File: src/rtl/arb_pkg.sv
// Shared types and helpers for the round-robin resource arbiter.
package arb_pkg;

   typedef enum logic {ARB, LOCK} arb_state_t;

   // Width of a counter that must represent 0..max_hold inclusive.
   function automatic int unsigned cnt_width(input int unsigned max_hold);
      return $clog2(max_hold + 1);
   endfunction

endpackage

File: src/rtl/onehot_to_binary.sv
// One-hot to binary encoder; an all-zero input encodes to 0.
module onehot_to_binary #(
   parameter int unsigned N     = 8,
   parameter int unsigned IDX_W = $clog2(N)
) (
   input  logic [N-1:0]     i_oh,
   output logic [IDX_W-1:0] o_bin
);

   always_comb begin
      o_bin = '0;
      for (int i = 0; i < N; i++) begin
         if (i_oh[i]) begin
            o_bin = o_bin | IDX_W'(i);
         end
      end
   end

endmodule

File: src/rtl/rr_pick.sv
// Combinational round-robin pick: rotate by ptr, find first set bit, rotate back.
module rr_pick
   import arb_pkg::*;
#(
   parameter int unsigned N = 8
) (
   input  logic [N-1:0]         i_req,
   input  logic [$clog2(N)-1:0] i_ptr,
   input  logic [N-1:0]         i_mask,
   output logic [N-1:0]         o_pick
);

   localparam int unsigned IDX_W = $clog2(N);

   logic [N-1:0] w_req_m;
   logic [N-1:0] w_rot;
   logic [N-1:0] w_first;

   assign w_req_m = i_req & ~i_mask;
   // Isolate the lowest set bit of the rotated vector.
   assign w_first = w_rot & (~w_rot + N'(1));

   always_comb begin
      w_rot  = '0;
      o_pick = '0;
      for (int i = 0; i < N; i++) begin
         w_rot[i] = w_req_m[IDX_W'(i) + i_ptr];
      end
      for (int i = 0; i < N; i++) begin
         o_pick[IDX_W'(i) + i_ptr] = w_first[i];
      end
   end

endmodule

File: src/rtl/rr_resource_arbiter.sv
// Round-robin arbiter for one shared resource with hold-based multi-cycle
// ownership and a bounded lock that forces release after MAX_HOLD cycles.
module rr_resource_arbiter
   import arb_pkg::*;
#(
   parameter int unsigned N        = 8,
   parameter int unsigned MAX_HOLD = 4,
   parameter int unsigned IDX_W    = $clog2(N)
) (
   input  logic             i_clock,
   input  logic             i_reset,
   input  logic [N-1:0]     i_req,
   input  logic [N-1:0]     i_hold,
   input  logic             i_res_ready,
   output logic [N-1:0]     o_gnt_oh,
   output logic [IDX_W-1:0] o_gnt_idx,
   output logic             o_gnt_valid,
   output logic             o_locked,
   output logic             o_timeout
);

   localparam int unsigned       CNT_W   = cnt_width(MAX_HOLD);
   localparam logic [CNT_W-1:0] MAX_CNT = CNT_W'(MAX_HOLD);

   arb_state_t       r_state, w_state_d;
   logic [N-1:0]     r_gnt_oh, w_gnt_oh_d;
   logic [IDX_W-1:0] r_ptr, w_ptr_d;
   logic [CNT_W-1:0] r_hold_cnt, w_hold_cnt_d;
   logic             r_timeout, w_timeout_d;

   logic [N-1:0]     w_mask;
   logic [N-1:0]     w_pick;
   logic [IDX_W-1:0] w_pick_idx;
   logic             w_own_keep;
   logic             w_force;

   assign w_own_keep = (r_state == LOCK) && |(i_req & r_gnt_oh) && |(i_hold & r_gnt_oh);
   assign w_force    = w_own_keep && (r_hold_cnt == MAX_CNT);
   // A forced release must not hand the resource straight back to the owner.
   assign w_mask     = w_force ? r_gnt_oh : '0;

   rr_pick #(
      .N (N)
   ) u_pick (
      .i_req  (i_req),
      .i_ptr  (r_ptr),
      .i_mask (w_mask),
      .o_pick (w_pick)
   );

   onehot_to_binary #(
      .N     (N),
      .IDX_W (IDX_W)
   ) u_pick_enc (
      .i_oh  (w_pick),
      .o_bin (w_pick_idx)
   );

   always_comb begin
      w_state_d    = r_state;
      w_gnt_oh_d   = r_gnt_oh;
      w_ptr_d      = r_ptr;
      w_hold_cnt_d = r_hold_cnt;
      w_timeout_d  = 1'b0;
      if (w_own_keep && !w_force) begin
         w_hold_cnt_d = r_hold_cnt + CNT_W'(1);
      end else begin
         w_timeout_d = w_force;
         if (i_res_ready && |w_pick) begin
            w_gnt_oh_d   = w_pick;
            w_ptr_d      = w_pick_idx + IDX_W'(1);
            w_hold_cnt_d = CNT_W'(1);
            w_state_d    = |(i_hold & w_pick) ? LOCK : ARB;
         end else begin
            w_gnt_oh_d = '0;
            w_state_d  = ARB;
         end
      end
   end

   always_ff @(posedge i_clock or posedge i_reset) begin
      if (i_reset) begin
         r_state    <= ARB;
         r_gnt_oh   <= '0;
         r_ptr      <= '0;
         r_hold_cnt <= '0;
         r_timeout  <= 1'b0;
      end else begin
         r_state    <= w_state_d;
         r_gnt_oh   <= w_gnt_oh_d;
         r_ptr      <= w_ptr_d;
         r_hold_cnt <= w_hold_cnt_d;
         r_timeout  <= w_timeout_d;
      end
   end

   onehot_to_binary #(
      .N     (N),
      .IDX_W (IDX_W)
   ) u_gnt_enc (
      .i_oh  (r_gnt_oh),
      .o_bin (o_gnt_idx)
   );

   assign o_gnt_oh    = r_gnt_oh;
   assign o_gnt_valid = |r_gnt_oh;
   assign o_locked    = (r_state == LOCK);
   assign o_timeout   = r_timeout;

endmodule

File: config.mk
export PLATFORM = sky130hd
export DESIGN_NAME = rr_resource_arbiter
export DESIGN_NICKNAME = d
export VERILOG_FILES = /design/src/rtl/arb_pkg.sv /design/src/rtl/onehot_to_binary.sv /design/src/rtl/rr_pick.sv /design/src/rtl/rr_resource_arbiter.sv
export SDC_FILE = /design/constraint.sdc
export NUM_CORES = 1
export LEC_CHECK = 0
export ABC_AREA = 1
export BUFFER_PORTS_ARGS = -buffer_cell sky130_fd_sc_hd__clkbuf_2
export CAP_MARGIN = 20
export CORE_ASPECT_RATIO = 1.4
export CORE_MARGIN = 1
export CORE_UTILIZATION = 50
export DETAILED_ROUTE_END_ITERATION = 6
export PLACE_DENSITY = 0.75
export SLEW_MARGIN = 15
export SYNTH_ARGS = -nofsm -noshare
export SYNTH_HDL_FRONTEND = slang
export SYNTH_HIERARCHICAL = 1
export SYNTH_SLANG_ARGS = --single-unit
File: constraint.sdc
create_clock -name i_clock -period 3.81 [get_ports i_clock]
set_input_delay 0.381 -clock i_clock [delete_from_list [all_inputs] [get_ports i_clock]]
set_output_delay 0.381 -clock i_clock [all_outputs]
set_load 0.05 [all_outputs]
**Word-level counts from Yosys, hierarchy flattened**

Index checks and enable logic that the tools add are counted.

- Register bits: 16
- Bits in latches: 0
- Memory bits (writable): 0
- Bits in read-only memories: 0
- Output and inout port bits: 14
- Word-level logic and storage cells: 122
- Memories: 0

- Add/subtract/negate cells: 10
- $mul: 0
- Div/mod/pow operators: 0
- Magnitude comparators: 16
- Eq/ne operators: 1
- Shifts and indexed selects: 0
- Muxes and demuxes: 60
- Bitwise operators: 9
- Reduce and logical (&&, ||, !) cells: 21

Operator list:

| cell | number |
|---|---|
| 8-bit bitwise mux | 7 |
| 8-bit bitwise AND | 6 |
| 8-bit OR reduction | 5 |
| 3-bit by 4-bit < comparator with 1-bit output, second input constant | 8 |
| 3-bit two-way mux | 10 |
| 1-bit binary-select mux with 3-bit select | 8 |
| 1-bit demux with 3-bit select | 8 |
| 3-bit by 1-bit greater-or-equal comparator with 1-bit output, second input constant | 8 |
| 1-bit two-way mux | 21 |
| 8-bit two-way mux | 2 |
| 8-bit inverter | 2 |
| 1-bit logical AND | 13 |
| 3-bit adder, first input constant | 4 |
| 8-bit by 1-bit adder with 8-bit output, second input constant | 1 |
| 2-bit two-way mux | 4 |
| 2-bit by 3-bit adder with 3-bit output, first input constant | 2 |
| 3-bit by 1-bit adder with 3-bit output, second input constant | 2 |
| 1-bit by 3-bit adder with 3-bit output, first input constant | 1 |
| 3-bit == test, second input constant | 1 |
| 2-bit AND reduction | 1 |
| 2-bit nonzero test | 1 |
| 1-bit zero test | 1 |
| 1-bit inverter | 1 |

**Longest topological paths before layout**

- Depth after elaboration: 29
- Mapped depth: 28
- Depth with buffers taken out: 28

**Hierarchy**

The synthesis kept the hierarchy.

By module, submodules not included:

| module | instances | cells each | area an instance (sq um) | seq. area each (sq um) |
|---|---|---|---|---|
| rr_pick | 1 | 268 | 1341.3 | 0.0 |
| rr_resource_arbiter | 1 | 148 | 1046.0 | 400.4 |
| onehot_to_binary | 2 | 8 | 32.5 | 0.0 |

**Worst setup path before layout**

No wires, ideal clock.

- Path kind: register to register
- Start: reg r_gnt_oh[6], in the netlist o_gnt_oh[6]
- End: reg r_state, in the netlist o_locked
- Library setup time: 0.120 ns
- Data arrival time: 3.204 ns
- Data required time: 3.690 ns
- Path slack: 0.486 ns
- Cell stages (with the launch flop): 28
- Period minus slack after synthesis: 3.324 ns
- Path through: dfrtp_1 nand2_1 nand2_1 nor2_1 nand2_2 and3_4 nand2_2 nor2_1 inv_1 nand3_1 nand3_1 nand2_1 nand2_1 nand2_1 inv_1 nand2_2 nand2_1 nand2_1 nand2_1 nand2_1 nand3_1 nor2_1 nand2_1 o21ai_2 inv_1 buf_2 o21ai_0 nand2_1

- Word-level cells in the longest chain between the ends: 25
- Elaborated cells between the ends (all ways): 45
- Classes of those cells: add/sub: 1; mux: 26; bitwise: 8; reduce/logical: 10

Ends and longest elaborated chain:

| item | line | text |
|---|---|---|
| start, declared | rr_resource_arbiter.sv:26 | `logic [N-1:0] r_gnt_oh, w_gnt_oh_d;` |
| start signal, assigned | rr_resource_arbiter.sv:90 | `r_gnt_oh <= w_gnt_oh_d;` |
| 8-bit bitwise AND | rr_resource_arbiter.sv:37 | `assign w_own_keep = (r_state == LOCK) && \|(i_req & r_gnt_oh) && \|(i_hold & r_gnt_oh);` |
| 8-bit OR reduction | rr_resource_arbiter.sv:37 |  |
| 1-bit logical AND | rr_resource_arbiter.sv:37 |  |
| 1-bit logical AND (*) | rr_resource_arbiter.sv:37 |  |
| 1-bit logical AND (*) | rr_resource_arbiter.sv:38 | `assign w_force = w_own_keep && (r_hold_cnt == MAX_CNT);` |
| 8-bit two-way mux (*) | rr_resource_arbiter.sv:40 | `assign w_mask = w_force ? r_gnt_oh : '0;` |
| named net w_mask[2] | rr_resource_arbiter.sv:31 | `logic [N-1:0] w_mask;` |
| 8-bit inverter (*) | rr_pick.sv:19 | `assign w_req_m = i_req & ~i_mask;` |
| [6 not listed] | - |  |
| 8-bit bitwise AND (no line) | - |  |
| 8-bit bitwise mux (6 in a row) | rr_pick.sv:30 | `o_pick[IDX_W'(i) + i_ptr] = w_first[i];` |
| 8-bit bitwise mux (*) | rr_pick.sv:30 |  |
| named net w_pick[7] | rr_resource_arbiter.sv:32 | `logic [N-1:0] w_pick;` |
| 8-bit bitwise AND | rr_resource_arbiter.sv:73 | `w_state_d = \|(i_hold & w_pick) ? LOCK : ARB;` |
| 8-bit OR reduction | rr_resource_arbiter.sv:73 |  |
| 1-bit two-way mux | rr_resource_arbiter.sv:73 |  |
| 1-bit two-way mux (*) | rr_resource_arbiter.sv:69 | `if (i_res_ready && \|w_pick) begin` |
| end signal, assigned | rr_resource_arbiter.sv:89 | `r_state <= w_state_d;` |
| end, declared | rr_resource_arbiter.sv:25 | `arb_state_t r_state, w_state_d;` |

Mark *: on every way through the listed nets, which the timed path passes. The rest lies on a longest branch. The select of a mux whose other input is x is not followed.
A chain may end at the register's enable or synchronous reset.

**Worst setup path in the final report**

- Start: reg r_gnt_oh[2], in the netlist o_gnt_oh[2]
- End: reg r_ptr[2]

- Elaborated cells between the ends (all ways): 51
- Classes of those cells: add/sub: 2; mux: 31; bitwise: 8; reduce/logical: 10

RTL lines:

| item | line | text |
|---|---|---|
| 8-bit bitwise AND | rr_resource_arbiter.sv:37 |  |
| 8-bit OR reduction | rr_resource_arbiter.sv:37 |  |
| 1-bit logical AND | rr_resource_arbiter.sv:37 |  |
| 1-bit logical AND (*) | rr_resource_arbiter.sv:37 |  |
| 1-bit logical AND (*) | rr_resource_arbiter.sv:38 |  |
| 8-bit two-way mux (*) | rr_resource_arbiter.sv:40 |  |
| named net w_mask[0] | rr_resource_arbiter.sv:31 |  |
| 8-bit inverter (*) | rr_pick.sv:19 |  |
| [5 not listed] | - |  |
| 8-bit bitwise AND (*) | rr_pick.sv:21 | `assign w_first = w_rot & (~w_rot + N'(1));` |
| 8-bit bitwise AND (no line) | - |  |
| 8-bit bitwise mux (6 in a row) | rr_pick.sv:30 |  |
| 8-bit bitwise mux (*) | rr_pick.sv:30 |  |
| named net w_pick[5] | rr_resource_arbiter.sv:32 |  |
| 3-bit two-way mux (*) (3 in a row) | onehot_to_binary.sv:13 | `if (i_oh[i]) begin` |
| named net w_pick_idx[0] | rr_resource_arbiter.sv:33 | `logic [IDX_W-1:0] w_pick_idx;` |
| 3-bit by 1-bit adder with 3-bit output (*) | rr_resource_arbiter.sv:71 | `w_ptr_d = w_pick_idx + IDX_W'(1);` |
| end signal, assigned | rr_resource_arbiter.sv:91 | `r_ptr <= w_ptr_d;` |
| end, declared | rr_resource_arbiter.sv:27 | `logic [IDX_W-1:0] r_ptr, w_ptr_d;` |

Marks and branches as above.

==> run metrics <==
Clock H-tree levels 1; end of the critical path r_ptr[2]; GR Overflow Total 0; arrival time at the worst endpoint ~3700 ps; nature of the critical path startpoint flip-flop; final-report hold violation count 0; crit path max-delay cell type sky130_fd_sc_hd__dfrtp_1; Worst path most repeated cell sky130_fd_sc_hd__nand2_1; Layout Area Growth over Synthesis 20.5%; endpoint of the worst-slack reg-to-reg timing path r_ptr[2]; primary flip-flop cell chosen by synthesis mapping sky130_fd_sc_hd__dfrtp_1; number of remaining DRC errors 0; clock slew at the register clock pins of the worst setup and hold paths roughly 60 ps; max-cap viol count 0; post-layout util 0.641; Detailed Place HPWL 6.18 mm; initial core utilization 0.532; number of clock sinks seen by CTS 16; number of CTS-inserted buffers 3; async set-or-reset flop fraction in the synthesized netlist 1.00; share of the synthesized netlist area taken by xor and xnor gates 0.00714; portion of synthesized cell area occupied by the leading cell type 0.248; pin count of the biggest net entering global routing 21; critical path's largest stage delay roughly 450 ps; net count after synthesis 460; mux cell area share after synthesis 0; post-layout instance area 2950 sq um; highest achievable clock rate approximately 0.28 GHz; start-to-end type of the worst setup path reg2reg; mean number of vias per cell 5.60; final-report setup violation count 0; Avg Cell Area, Syn roughly 5.7 sq um; vias 3061; library cells used by synthesis 33; simple-gate area share of the yosys netlist 0.644; most frequently used cell type in the post-synthesis netlist sky130_fd_sc_hd__nand2_1; number of nets at the end of the flow a little over 500; number of global-route vias before repair 2926; status complete, no violations; adder and majority gate portion of the synthesized area 0.0459; Worst setup startpoint o_gnt_oh[2]; root cell of the clock tree sky130_fd_sc_hd__clkbuf_8; area leader, netlist sky130_fd_sc_hd__nand2_1; Final Cycle Share 0.926; share of synthesized area occupied by flip-flops and latches 0.163; die height between 80 and 90 um; Crit path required time 4000 ps; Sequential Area a little over 400 sq um; first-pass GRT wire length 13.0 mm; Ports 33; worst relative slew slack 0.602; buffers from clock root to sink, at most 2; area post-placement about 2700 sq um; Post-CTS Hold Fix Bufs 0; Worst Reg2Reg Path Length in Cells 28; post-synthesis compound-gate area fraction 0.0388; number of max-slew violations in the final report 0; Area contributors post-synth sky130_fd_sc_hd__nand2_1 (25%), sky130_fd_sc_hd__dfrtp_1 (16%), sky130_fd_sc_hd__nand3_1 (16%); standard cell core area ~4600 sq um; path category of the worst min-delay check in2async; Worst-Skew Late Latency 250 ps; sum of routed wire length over all layers 7.76 mm; combinational family with the most area after synthesis simple AND/OR/NAND/NOR gates; WL/cell about 14 um; area of the multi-input gates 1860 sq um; number of buffers inserted by port buffering 32; Fin Setup TNS 0 ps; number of instances in the synthesized netlist between 400 and 500; # rows 29; measured slew at the worst slew-check pin approximately 600 ps; share of layout cells above drive strength 1 0.235; category of the worst setup path capture point flip-flop; setup slack of the most critical reg-to-reg path 280 ps; count of flip-flops with a built-in enable after synthesis 0; number of nets with antenna violations after routing 0; number of DRC markers after the initial detailed-route iteration approximately 270; horizontal extent of the die 61.2 um; minimum clock period after layout approximately 3500 ps; number of synthesis warnings 6; total global-route track usage 0.326; ANT cells 0; number of optimization iterations in the first detailed-route pass 5; number of antenna violations at the first check in global routing 0; combined area of all synthesized cells roughly 2500 sq um; start of the worst register-to-register path o_gnt_oh[2]; routability congestion estimate roughly 0.96; clock tree from TritonCTS yes; leading post-synthesis cells by instance count sky130_fd_sc_hd__nand2_1 (162), sky130_fd_sc_hd__nand3_1 (78), sky130_fd_sc_hd__inv_1 (38); number of synthesized register bits 16; worst-path maximum fanout 9; Max Clock Skew 3.25 ps; fillcell total 461; overall die area between 5000 and 6000 sq um
-- critical path: cells and delay by family (launching register included) --
family          cells  cell delay (ps)
compound gates      1              140
xor+xnor            1              140
buf+inv             3              360
simple gates       22             2180
flops               1              450
fa+ha+maj           1              170
-- cells in the final DEF, fill, tap and decap left out --
master,synthesis,final
sky130_fd_sc_hd__or2_1,2,2
sky130_fd_sc_hd__nor2_4,2,3
sky130_fd_sc_hd__a31oi_1,1,1
sky130_fd_sc_hd__dfrtp_1,16,10
sky130_fd_sc_hd__xor2_1,2,2
sky130_fd_sc_hd__nand2_2,9,9
sky130_fd_sc_hd__nand3b_1,1,1
sky130_fd_sc_hd__and3_4,1,1
sky130_fd_sc_hd__nand4_1,15,15
sky130_fd_sc_hd__o21ai_2,1,1
sky130_fd_sc_hd__o21ai_0,1,1
sky130_fd_sc_hd__nand3b_4,1,1
sky130_fd_sc_hd__nand4_4,1,1
sky130_fd_sc_hd__nor2_2,3,2
sky130_fd_sc_hd__inv_4,1,2
sky130_fd_sc_hd__nor4_1,2,2
sky130_fd_sc_hd__a21oi_1,12,12
sky130_fd_sc_hd__nor2_1,27,27
sky130_fd_sc_hd__nand3_1,78,73
sky130_fd_sc_hd__o21ai_4,0,1
sky130_fd_sc_hd__nand3_2,8,12
sky130_fd_sc_hd__buf_12,0,1
sky130_fd_sc_hd__nand2_4,2,3
sky130_fd_sc_hd__nand3_4,0,1
sky130_fd_sc_hd__nor3_1,16,16
sky130_fd_sc_hd__nand2_1,162,161
sky130_fd_sc_hd__buf_4,1,26
sky130_fd_sc_hd__inv_1,38,37
sky130_fd_sc_hd__inv_2,7,7
sky130_fd_sc_hd__clkbuf_8,0,4
sky130_fd_sc_hd__clkbuf_2,0,32
sky130_fd_sc_hd__ha_1,9,9
sky130_fd_sc_hd__o21ai_1,3,2
sky130_fd_sc_hd__nor2_8,1,1
sky130_fd_sc_hd__dfrtp_2,0,6
-- layer usage --
| metal | GRT usage | routed length [um] | share of wire | vias up |
|---|---|---|---|---|
| met2 | 0.544 | 3940 | 0.51 | 140 |
| li1 | - | - | - | 1529 |
| met1 | 0.350 | 2980 | 0.38 | 1354 |
| met5 | 0 | 0 | 0 | - |
| met3 | 0.0671 | 390 | 0.050 | 38 |
| met4 | 0.231 | 450 | 0.058 | 0 |
-- flip-flops by register name (all words and copies together), names as in the netlist --
name,cells
o_timeout,1
r_hold_cnt,3
o_gnt_oh,8
o_locked,1
r_ptr,3
-- area by class of cell --
type                            count  area share
Clock buffer                        4      0.0186
Inverter                           46      0.0601
Multi-Input combinational cell    360       0.630
Sequential cell                    16       0.138
Tap cell                           62      0.0263
Timing Repair Buffer               59       0.127
-- what timing repair did --
| action | CTS | global route |
|---|---|---|
| gates resized for setup | 0 | 19 |
| endpoints found under the setup margin | 0 | 15 |
| hold endpoints to repair | 0 | 0 |
| setup buffers | 0 | 10 |
-- per-stage QoR --
step / hold slack (ps) / cells / setup WS [ps]
floorplan: 295 / 432 / 486
global placement: 457 / 533 / 143
detailed placement: 467 / 533 / 130
CTS: 194 / 537 / 90.9
global route: 250 / 547 / -28.7
finish: 168 / 547 / 283
-- worst min path at each step --
stage / from / cells past startpoint / endpoint / slack (ps)
final: i_reset / 2 / o_timeout / 170
after global routing: i_reset / 2 / o_timeout / 250
after CTS: i_reset / 2 / o_gnt_oh[2] / 190
after detailed placement: i_reset / 2 / o_timeout / 470
after global placement: i_reset / 2 / o_timeout / 460
after floorplan: i_reset / 1 / o_gnt_oh[0] / 290
-- cell families after synthesis --
kind of cell | Yosys count
flops | 16
xor+xnor | 2
compound gates | 18
fa+ha+maj | 9
simple gates | 331
buf+inv | 56
Power is not shown: default switching activity piles up to over one toggle a cycle in this logic, so the estimate is an artifact.
